**config.mk**
```make
export PLATFORM = sky130hd
export DESIGN_NAME = mem_lsu
export DESIGN_NICKNAME = d
export VERILOG_FILES = /design/src/rtl/mem_lsu.sv
export SDC_FILE = /design/constraint.sdc
export NUM_CORES = 1
export LEC_CHECK = 0
export BUFFER_PORTS_ARGS = -buffer_cell sky130_fd_sc_hd__buf_2
export CAP_MARGIN = 20
export CORE_MARGIN = 10
export CORE_UTILIZATION = 38
export DETAILED_ROUTE_END_ITERATION = 6
export GPL_ROUTABILITY_DRIVEN = 0
export PLACE_DENSITY = 0.74
export REMOVE_ABC_BUFFERS = 1
export SLEW_MARGIN = 40
export SYNTH_ARGS = -nofsm -noshare
export SYNTH_HDL_FRONTEND = slang
export SYNTH_SLANG_ARGS = --single-unit
```
**constraint.sdc**
```tcl
create_clock -name clk -period 2.78 [get_ports clk]
set_clock_uncertainty 0.05 [all_clocks]
set_input_delay 0.139 -clock clk [delete_from_list [all_inputs] [get_ports clk]]
set_output_delay 0.139 -clock clk [all_outputs]
set_load 0.03 [all_outputs]
```
**src/rtl/mem_lsu.sv**
```systemverilog
// Memory-access stage: passes non-memory ops straight through and serialises
// loads/stores into byte transfers on an 8-bit req/ack bus, stalling until done.
module mem_lsu (
  input  logic        clk,
  input  logic        rst,
  input  logic [4:0]  ex_wd,
  input  logic        ex_wreg,
  input  logic [31:0] ex_wdata,
  input  logic [3:0]  ex_memop,
  input  logic [31:0] ex_addr,
  input  logic [31:0] ex_sdata,
  output logic [4:0]  mem_wd,
  output logic [31:0] mem_data,
  output logic        mem_wreg,
  output logic        stall_req,
  output logic        bus_req,
  output logic        bus_we,
  output logic [31:0] bus_addr,
  output logic [7:0]  bus_wdata,
  input  logic [7:0]  bus_rdata,
  input  logic        bus_ack
);

  localparam logic [1:0] ST_IDLE = 2'd0;
  localparam logic [1:0] ST_BUSY = 2'd1;
  localparam logic [1:0] ST_DONE = 2'd2;

  localparam logic [3:0] OP_LB  = 4'd1;
  localparam logic [3:0] OP_LH  = 4'd2;
  localparam logic [3:0] OP_LW  = 4'd3;
  localparam logic [3:0] OP_LBU = 4'd4;
  localparam logic [3:0] OP_LHU = 4'd5;
  localparam logic [3:0] OP_SB  = 4'd6;
  localparam logic [3:0] OP_SH  = 4'd7;
  localparam logic [3:0] OP_SW  = 4'd8;

  logic [1:0]  state_r;
  logic [1:0]  idx_r;
  logic [31:0] buf_r;
  logic        is_load_s;
  logic        is_store_s;
  logic        is_mem_s;
  logic [1:0]  last_idx_s;

  // Index of the final byte of the access (transfer size minus one).
  function automatic logic [1:0] last_idx(input logic [3:0] op);
    case (op)
      OP_LH, OP_LHU, OP_SH: last_idx = 2'd1;
      OP_LW, OP_SW:         last_idx = 2'd3;
      default:              last_idx = 2'd0;
    endcase
  endfunction

  function automatic logic [31:0] extend_load(input logic [3:0] op, input logic [31:0] data);
    case (op)
      OP_LB:   extend_load = {{24{data[7]}}, data[7:0]};
      OP_LBU:  extend_load = {24'd0, data[7:0]};
      OP_LH:   extend_load = {{16{data[15]}}, data[15:0]};
      OP_LHU:  extend_load = {16'd0, data[15:0]};
      OP_LW:   extend_load = data;
      default: extend_load = 32'd0;
    endcase
  endfunction

  assign is_load_s  = (ex_memop >= OP_LB) && (ex_memop <= OP_LHU);
  assign is_store_s = (ex_memop >= OP_SB) && (ex_memop <= OP_SW);
  assign is_mem_s   = is_load_s || is_store_s;
  assign last_idx_s = last_idx(ex_memop);

  // Access sequencer: byte index and load assembly buffer.
  always_ff @(posedge clk) begin
    if (rst) begin
      state_r <= ST_IDLE;
      idx_r   <= 2'd0;
      buf_r   <= 32'd0;
    end else begin
      case (state_r)
        ST_IDLE: begin
          if (is_mem_s) begin
            state_r <= ST_BUSY;
            idx_r   <= 2'd0;
            buf_r   <= 32'd0;
          end
        end
        ST_BUSY: begin
          if (bus_ack) begin
            if (is_load_s) begin
              buf_r[{idx_r, 3'b000} +: 8] <= bus_rdata;
            end
            if (idx_r == last_idx_s) begin
              state_r <= ST_DONE;
            end else begin
              idx_r <= idx_r + 2'd1;
            end
          end
        end
        ST_DONE: state_r <= ST_IDLE;
        default: state_r <= ST_IDLE;
      endcase
    end
  end

  // Output decode; reset gates everything to zero in the same cycle.
  always_comb begin
    mem_wd    = 5'd0;
    mem_data  = 32'd0;
    mem_wreg  = 1'b0;
    stall_req = 1'b0;
    bus_req   = 1'b0;
    bus_we    = 1'b0;
    bus_addr  = 32'd0;
    bus_wdata = 8'd0;
    if (rst) begin
      stall_req = 1'b0;
    end else begin
      case (state_r)
        ST_IDLE: begin
          mem_wd = ex_wd;
          if (is_mem_s) begin
            stall_req = 1'b1;
          end else begin
            mem_wreg = ex_wreg;
            mem_data = ex_wdata;
          end
        end
        ST_BUSY: begin
          mem_wd    = ex_wd;
          stall_req = 1'b1;
          bus_req   = 1'b1;
          bus_we    = is_store_s;
          bus_addr  = ex_addr + {30'd0, idx_r};
          bus_wdata = ex_sdata[{idx_r, 3'b000} +: 8];
        end
        ST_DONE: begin
          mem_wd = ex_wd;
          if (is_load_s) begin
            mem_wreg = ex_wreg;
            mem_data = extend_load(ex_memop, buf_r);
          end else begin
            mem_wreg = 1'b0;
            mem_data = 32'd0;
          end
        end
        default: stall_req = 1'b0;
      endcase
    end
  end

endmodule
```
==> results of run 1 <==
==> registers in the layout (all words and copies together), names as in the netlist <==
signal	count
state_r	2
buf_r	32
idx_r	2
==> synth_stat cells (all sizes together) (4+ instances only) <==
master   number  area, sq um
nand3        41          205
a2bb2oi       7         61.3
nand2        29          109
dfxtp        36          721
xor2         22          193
nor2         67          251
nand3b        6         45.0
and3          4         25.0
mux4          8          180
or3           7         43.8
inv           5         18.8
and2         17          106
nor4          6         95.1
nand2b       37          231
ha            6         75.1
o21ai         7         35.0
nor3          4         20.0
buf          16         92.6
nand4        15          100
mux2i         4         40.0
clkbuf       25         93.8
and4          7         61.3
a22oi         9         67.6
a21oi        81          417
==> cells in the final DEF (no fill, tap or decap), types with 8 or more instances in the layout <==
cell type | Yosys | routed
buf_2 | 11 | 197
mux4_2 | 8 | 8
buf_4 | 3 | 14
nand2_1 | 29 | 29
xor2_1 | 22 | 22
nor2_1 | 67 | 67
nand3_1 | 41 | 40
a21oi_1 | 80 | 80
a22oi_1 | 9 | 9
nand2b_1 | 37 | 37
and2_1 | 17 | 17
dfxtp_1 | 36 | 36
nand4_1 | 14 | 14
==> what timing repair did <==
| action | CTS | global route |
|---|---|---|
| buffers inserted | 0 | 0 |
| endpoints found under the setup margin | 0 | 1 |
| gates resized for setup | 0 | 1 |
| hold buffers | 0 | 0 |
==> worst min-delay path, cell delays in order <==
cell,delay (ns)
buf_2,0.13
nand3_1,0.07
a21oi_1,0.06
==> logic make-up (layout without fill, tap and decap cells) <==
logic type                 count (synthesis)  after routing
AOI/OAI and AO/OA                        115            115
and+or+nand+nor                          250            250
buffers and inverters                     46            224
DFF                                       36             36
muxes                                     13             13
xor gates and xnor gates                  24             24
adders and majority gates                  7              7
==> report_power, final <==
part           switching, mW  leakage, nW  internal, mW
combinational          0.465         1.66         0.285
clock                  0.196       0.0479         0.175
sequential            0.0169        0.291         0.528
==> cell type report <==
type	instances	area (sq um)	share of cell area (%)
Timing Repair Buffer	211	1090	23.3
Clock inverter	3	18.8	0.401
Inverter	5	18.8	0.401
Multi-Input combinational cell	409	2620	56.0
Clock buffer	5	68.8	1.47
Sequential cell	36	721	15.4
Tap cell	111	139	2.97
==> routing by layer <==
layer / track usage [%] / routed length (um) / share of wire (%)
met1: 19.3 / 5010 / 39
met2: 29.9 / 5800 / 45
met3: 7.65 / 1650 / 13
met4: 6.76 / 384 / 3.0
met5: 0 / 0 / 0
==> per-stage QoR <==
step	power [mW]	setup TNS, ns	std cells	hold slack [ns]	cell area, sq um
floorplan	1.02	-0.597	450	0.158	3340
global placement	1.28	0	772	0.394	4570
detailed placement	1.31	0	772	0.406	4580
CTS	1.68	0	780	0.0941	4670
global route	1.76	0	780	0.104	4680
finish	1.67	0	780	0.102	4680
==> worst max-delay path by stage <==
| stage | from | end | slack (ns) | cells past startpoint |
|---|---|---|---|---|
| 6_report | idx_r[0] | bus_addr[30] | 0.27 | 8 |
| 4_1_cts | idx_r[0] | bus_addr[30] | 0.18 | 8 |
| 5_1_grt | idx_r[0] | bus_addr[30] | 0.03 | 8 |
| 3_3_place_gp | ex_memop[3] | mem_wreg | 0.47 | 8 |
| 3_5_place_dp | ex_memop[3] | mem_wreg | 0.34 | 8 |
| 2_1_floorplan | idx_r[0] | bus_addr[30] | -0.20 | 7 |
==> out/metrics.csv, run 1 <==
metric,value,unit
status,finished clean,
min-delay-start,bus_rdata[4],
hold_end,buf_r[28],
max-vdd-ir-drop,0.174,mV
hold_viol_final,0,
post-dp-hpwl,10.4,mm
synth_edf_count,0,
slew_violations,0,
ctsRootBufferMaster,clkbuf_8,
crit_family,simple AND/OR/NAND/NOR gates,
min_path_type,in -> reg,
first_iter_violations,151,
synth_top_family_by_area,simple AND/OR/NAND/NOR gates,
numPortBuffers,197,
clock_sinks,36,
n_antenna_cell,0,
r2r-start,state_r[1],
core,9150,sq um
max_freq,0.398,GHz
powerDensity,356,nW/um^2
dieArea,13500,sq um
drive_gt1_share,36.5,%
timing.rr.end,buf_r[27],
path_clk_slew,0.08,ns
clock_latency,0.29,ns
setup_viol,0,
rows,35,
grt_max_degree,34,
tritoncts,yes,
synthAdderAreaFrac,2.70,%
drc,0,
htree_levels,2,
rrSetupSlack,0.48,ns
grt_remaining_overflow,0,
synth_cell_types,53,
nFillCells,919,
endpoint_kind,output pin,
yosysSeqAreaShare,20.4,%
preCtsSetupSlack,0.345,ns
cp.arrival,2.33,ns
cts_buffers,5,
drv_cap,0,
routed_wl,12.8,mm
grt_use_total,17.7,%
crit_buf_inv,1,
grt_pass1_vias,4232,
grt_pass1_wl,19.8,mm
slew_headroom,47.5,%
required,2.59,ns
dieHeight,116,um
synthSimpleGateAreaFrac,39.2,%
die_w,116,um
fin_crit_sh,90.4,%
dr_total_vias,4239,
fin_crit,2.51,ns
worst_pin_slew,0.782,ns
crit_slowest_cell,dfxtp_1,
hold_depth,3,
path_class,reg -> out,
io_pins,198,
antenna_found_initial,0,
synthMuxAreaShare,6.57,%
synth_seq_cells,36,
area_growth,32.7,%
routedWlPerCell,16.5,um
cts_buffer_depth,2,
syn_area_per_cell,7.18,sq um
critPathLaunchType,register,
layout.nets,792,
rr_worst_depth,5,
viasPerCell,5.43,
cpPeakStageDelay,0.35,ns
syn_inst,491,
leakage,2.00,nW
first_pass_iters,5,
ys_async_sr_fraction,0,%
setup_ws,0.266,ns
syn_area,3520,sq um
synth-compound-area-share,19.3,%
rsz0062_at_grt,no,
start_util,38.5,%
drtAntennaViolNets,0,
path_max_fanout,5,
fin_util,51.1,%
path_cells,ha_1 -> fa_1 -> nand3_2 -> nor4_4 -> nand3_1 -> or3_1 -> a21oi_1 -> buf_2,
synthXorXnorAreaFrac,5.96,%
yosys_warnings,0,
ys.flop_type,dfxtp_1,
Power figures use the tool's default switching activity.
==> run 2: changes to the inputs <==
==> constraint.sdc (replaced) <==
create_clock -name clk -period 2.78 [get_ports clk]
set_clock_uncertainty 0.05 [all_clocks]
set_input_delay 0.556 -clock clk [delete_from_list [all_inputs] [get_ports clk]]
set_output_delay 0.556 -clock clk [all_outputs]
set_load 0.03 [all_outputs]
==> run 2 against run 1 <==
- sequential power is essentially flat
- count of clock-buffer cells in the layout grew 1
- sequential share of layout area shrank 1.6 points
- global-route usage grew 0.53 points
- first-iteration DRC count grew 19%
- highest routed layer unchanged
- register-to-register slack gained 0.13 ns
- worst hold slack gained 0.32 ns
- wire length grew 6.9%
- combinational power grew 17%
- utilization grew 6.2 points
- total power grew 13%
==> out/metrics.csv, run 2 (synthesized netlist as in run 1, its figures left out) <==
metric,value,unit
status,finished clean,
cpPeakStageDelay,0.54,ns
hold_viol_final,0,
min_path_type,reg -> reg,
dieHeight,116,um
path_clk_slew,0.08,ns
slew_headroom,52.9,%
fin_crit,2.76,ns
layout.nets,817,
viasPerCell,5.43,
slew_violations,0,
area_growth,48.8,%
design_area,5240,sq um
cp.arrival,2.16,ns
start_util,38.5,%
path_cells,buf_6 -> or4_4 -> a21oi_4 -> and2b_4 -> clkbuf_16 -> a2bb2oi_2 -> nor2_1 -> buf_4,
drtAntennaViolNets,0,
drive_gt1_share,42.7,%
htree_levels,2,
placed_cell_area,4740,sq um
instances_no_fill,805,
io_pins,198,
regMostFlops,buf_r,
tritoncts,yes,
antenna_found_initial,0,
grt_remaining_overflow,0,
dieArea,13500,sq um
layout_commonest_cell,buf_2,
core,9150,sq um
routedWlPerCell,17.1,um
cts_buffers,5,
holdBufCountCts,0,
layout_common_cells,"buf_2, a21oi_1, nor2_1",
grt_pass1_wl,20.3,mm
n_antenna_cell,0,
fin_crit_sh,99.4,%
max_freq,0.362,GHz
endpoint_kind,output pin,
worst_pin_slew,0.701,ns
rsz0062_at_grt,yes,
clock_latency,0.29,ns
crit_buf_inv,3,
first_pass_iters,6,
path_max_fanout,8,
grt_pass1_vias,4374,
max-vdd-ir-drop,0.179,mV
powerDensity,359,nW/um^2
leakage,2.20,nW
critPathLaunchType,primary input,
setup_viol,0,
clock_sinks,36,
crit_slowest_cell,or4_4,
required,2.17,ns
rows,35,
numPortBuffers,197,
grt_max_degree,34,
first_iter_violations,180,
ctsRootBufferMaster,clkbuf_8,
cts_buffer_depth,2,
die_w,116,um
dr_total_vias,4369,
fin_hold_ws,0.424,ns
grt_use_total,18.3,%
drv_cap,0,
post-dp-hpwl,10.5,mm
nFillCells,823,
routed_wl,13.7,mm
largest_reg_flops,32,
largestRegisters,"buf_r x32, idx_r x2, state_r x2",
place_inst,789,
drc,0,
path_class,in -> out,
crit_family,simple AND/OR/NAND/NOR gates,
-- run 2: cell types whose count changed in the layout (fill, tap and decap cells not counted), moves of 3 or more --
cell	previous run	this run
buf_4	14	62
buf_2	197	158
a21oi_1	80	74
buf_6	0	6
a21oi_2	0	5
a22oi_1	9	4
a22oi_2	0	5
clkbuf_4	0	5
clkbuf_16	0	3
-- run 2: where the power goes --
| group | switching [mW] | internal, mW |
|---|---|---|
| logic | 0.505 | 0.370 |
| registers | 0.0168 | 0.528 |
| clock network | 0.196 | 0.266 |
| total | 0.718 | 1.16 |
-- run 2: metrics by stage --
step	TNS, ns	total power, mW	setup WS [ns]	util (%)
final	0	1.88	0.0165	57.3
after global routing	-0.752	1.98	-0.0866	57.3
after CTS	0	1.80	0.00372	53.8
after detailed placement	-0.830	1.34	-0.137	51.8
after global placement	-0.482	1.31	-0.128	51.6
after floorplan	-24.10	1.02	-0.748	-
-- run 2: worst register-to-register path, delay by kind of cell (launching register included) --
kind            cells  cell delay (ns)
simple gates        3             0.82
flops               1             0.37
fa+ha+maj           1             0.25
buf+inv             2             0.44
compound gates      1             0.17
-- run 2: layout make-up --
class	instances	area [sq um]	share of cell area [%]
Multi-Input combinational cell	409	2780	52.9
Timing Repair Buffer	236	1480	28.2
Sequential cell	36	726	13.8
Tap cell	111	139	2.65
Clock buffer	6	72.6	1.38
Clock inverter	2	35.0	0.668
Inverter	5	18.8	0.358
-- run 2: worst paths after layout --
kind                from      endpoint  slack (ns)  depth (start not counted)
max          ex_memop[1]  mem_data[11]        0.02                          8
min             buf_r[3]      buf_r[3]        0.42                          2
min reg2reg     buf_r[3]      buf_r[3]        0.42                          2
max reg2reg     idx_r[0]     buf_r[19]        0.61                          7
-- run 2: what timing repair did --
action	4_1_cts	5_1_grt
resized for setup	15	94
hold endpoints to repair	0	0
setup endpoints to repair	15	40
cloned	0	4
pin swaps	6	15
setup buffers	2	2
-- run 2: per-layer routing --
| layer | GRT usage, % | part of all wire [%] |
|---|---|---|
| met3 | 7.96 | 11 |
| met2 | 32.4 | 49 |
| met4 | 4.84 | 1.5 |
| met1 | 19.3 | 39 |
| met5 | 0 | 0 |
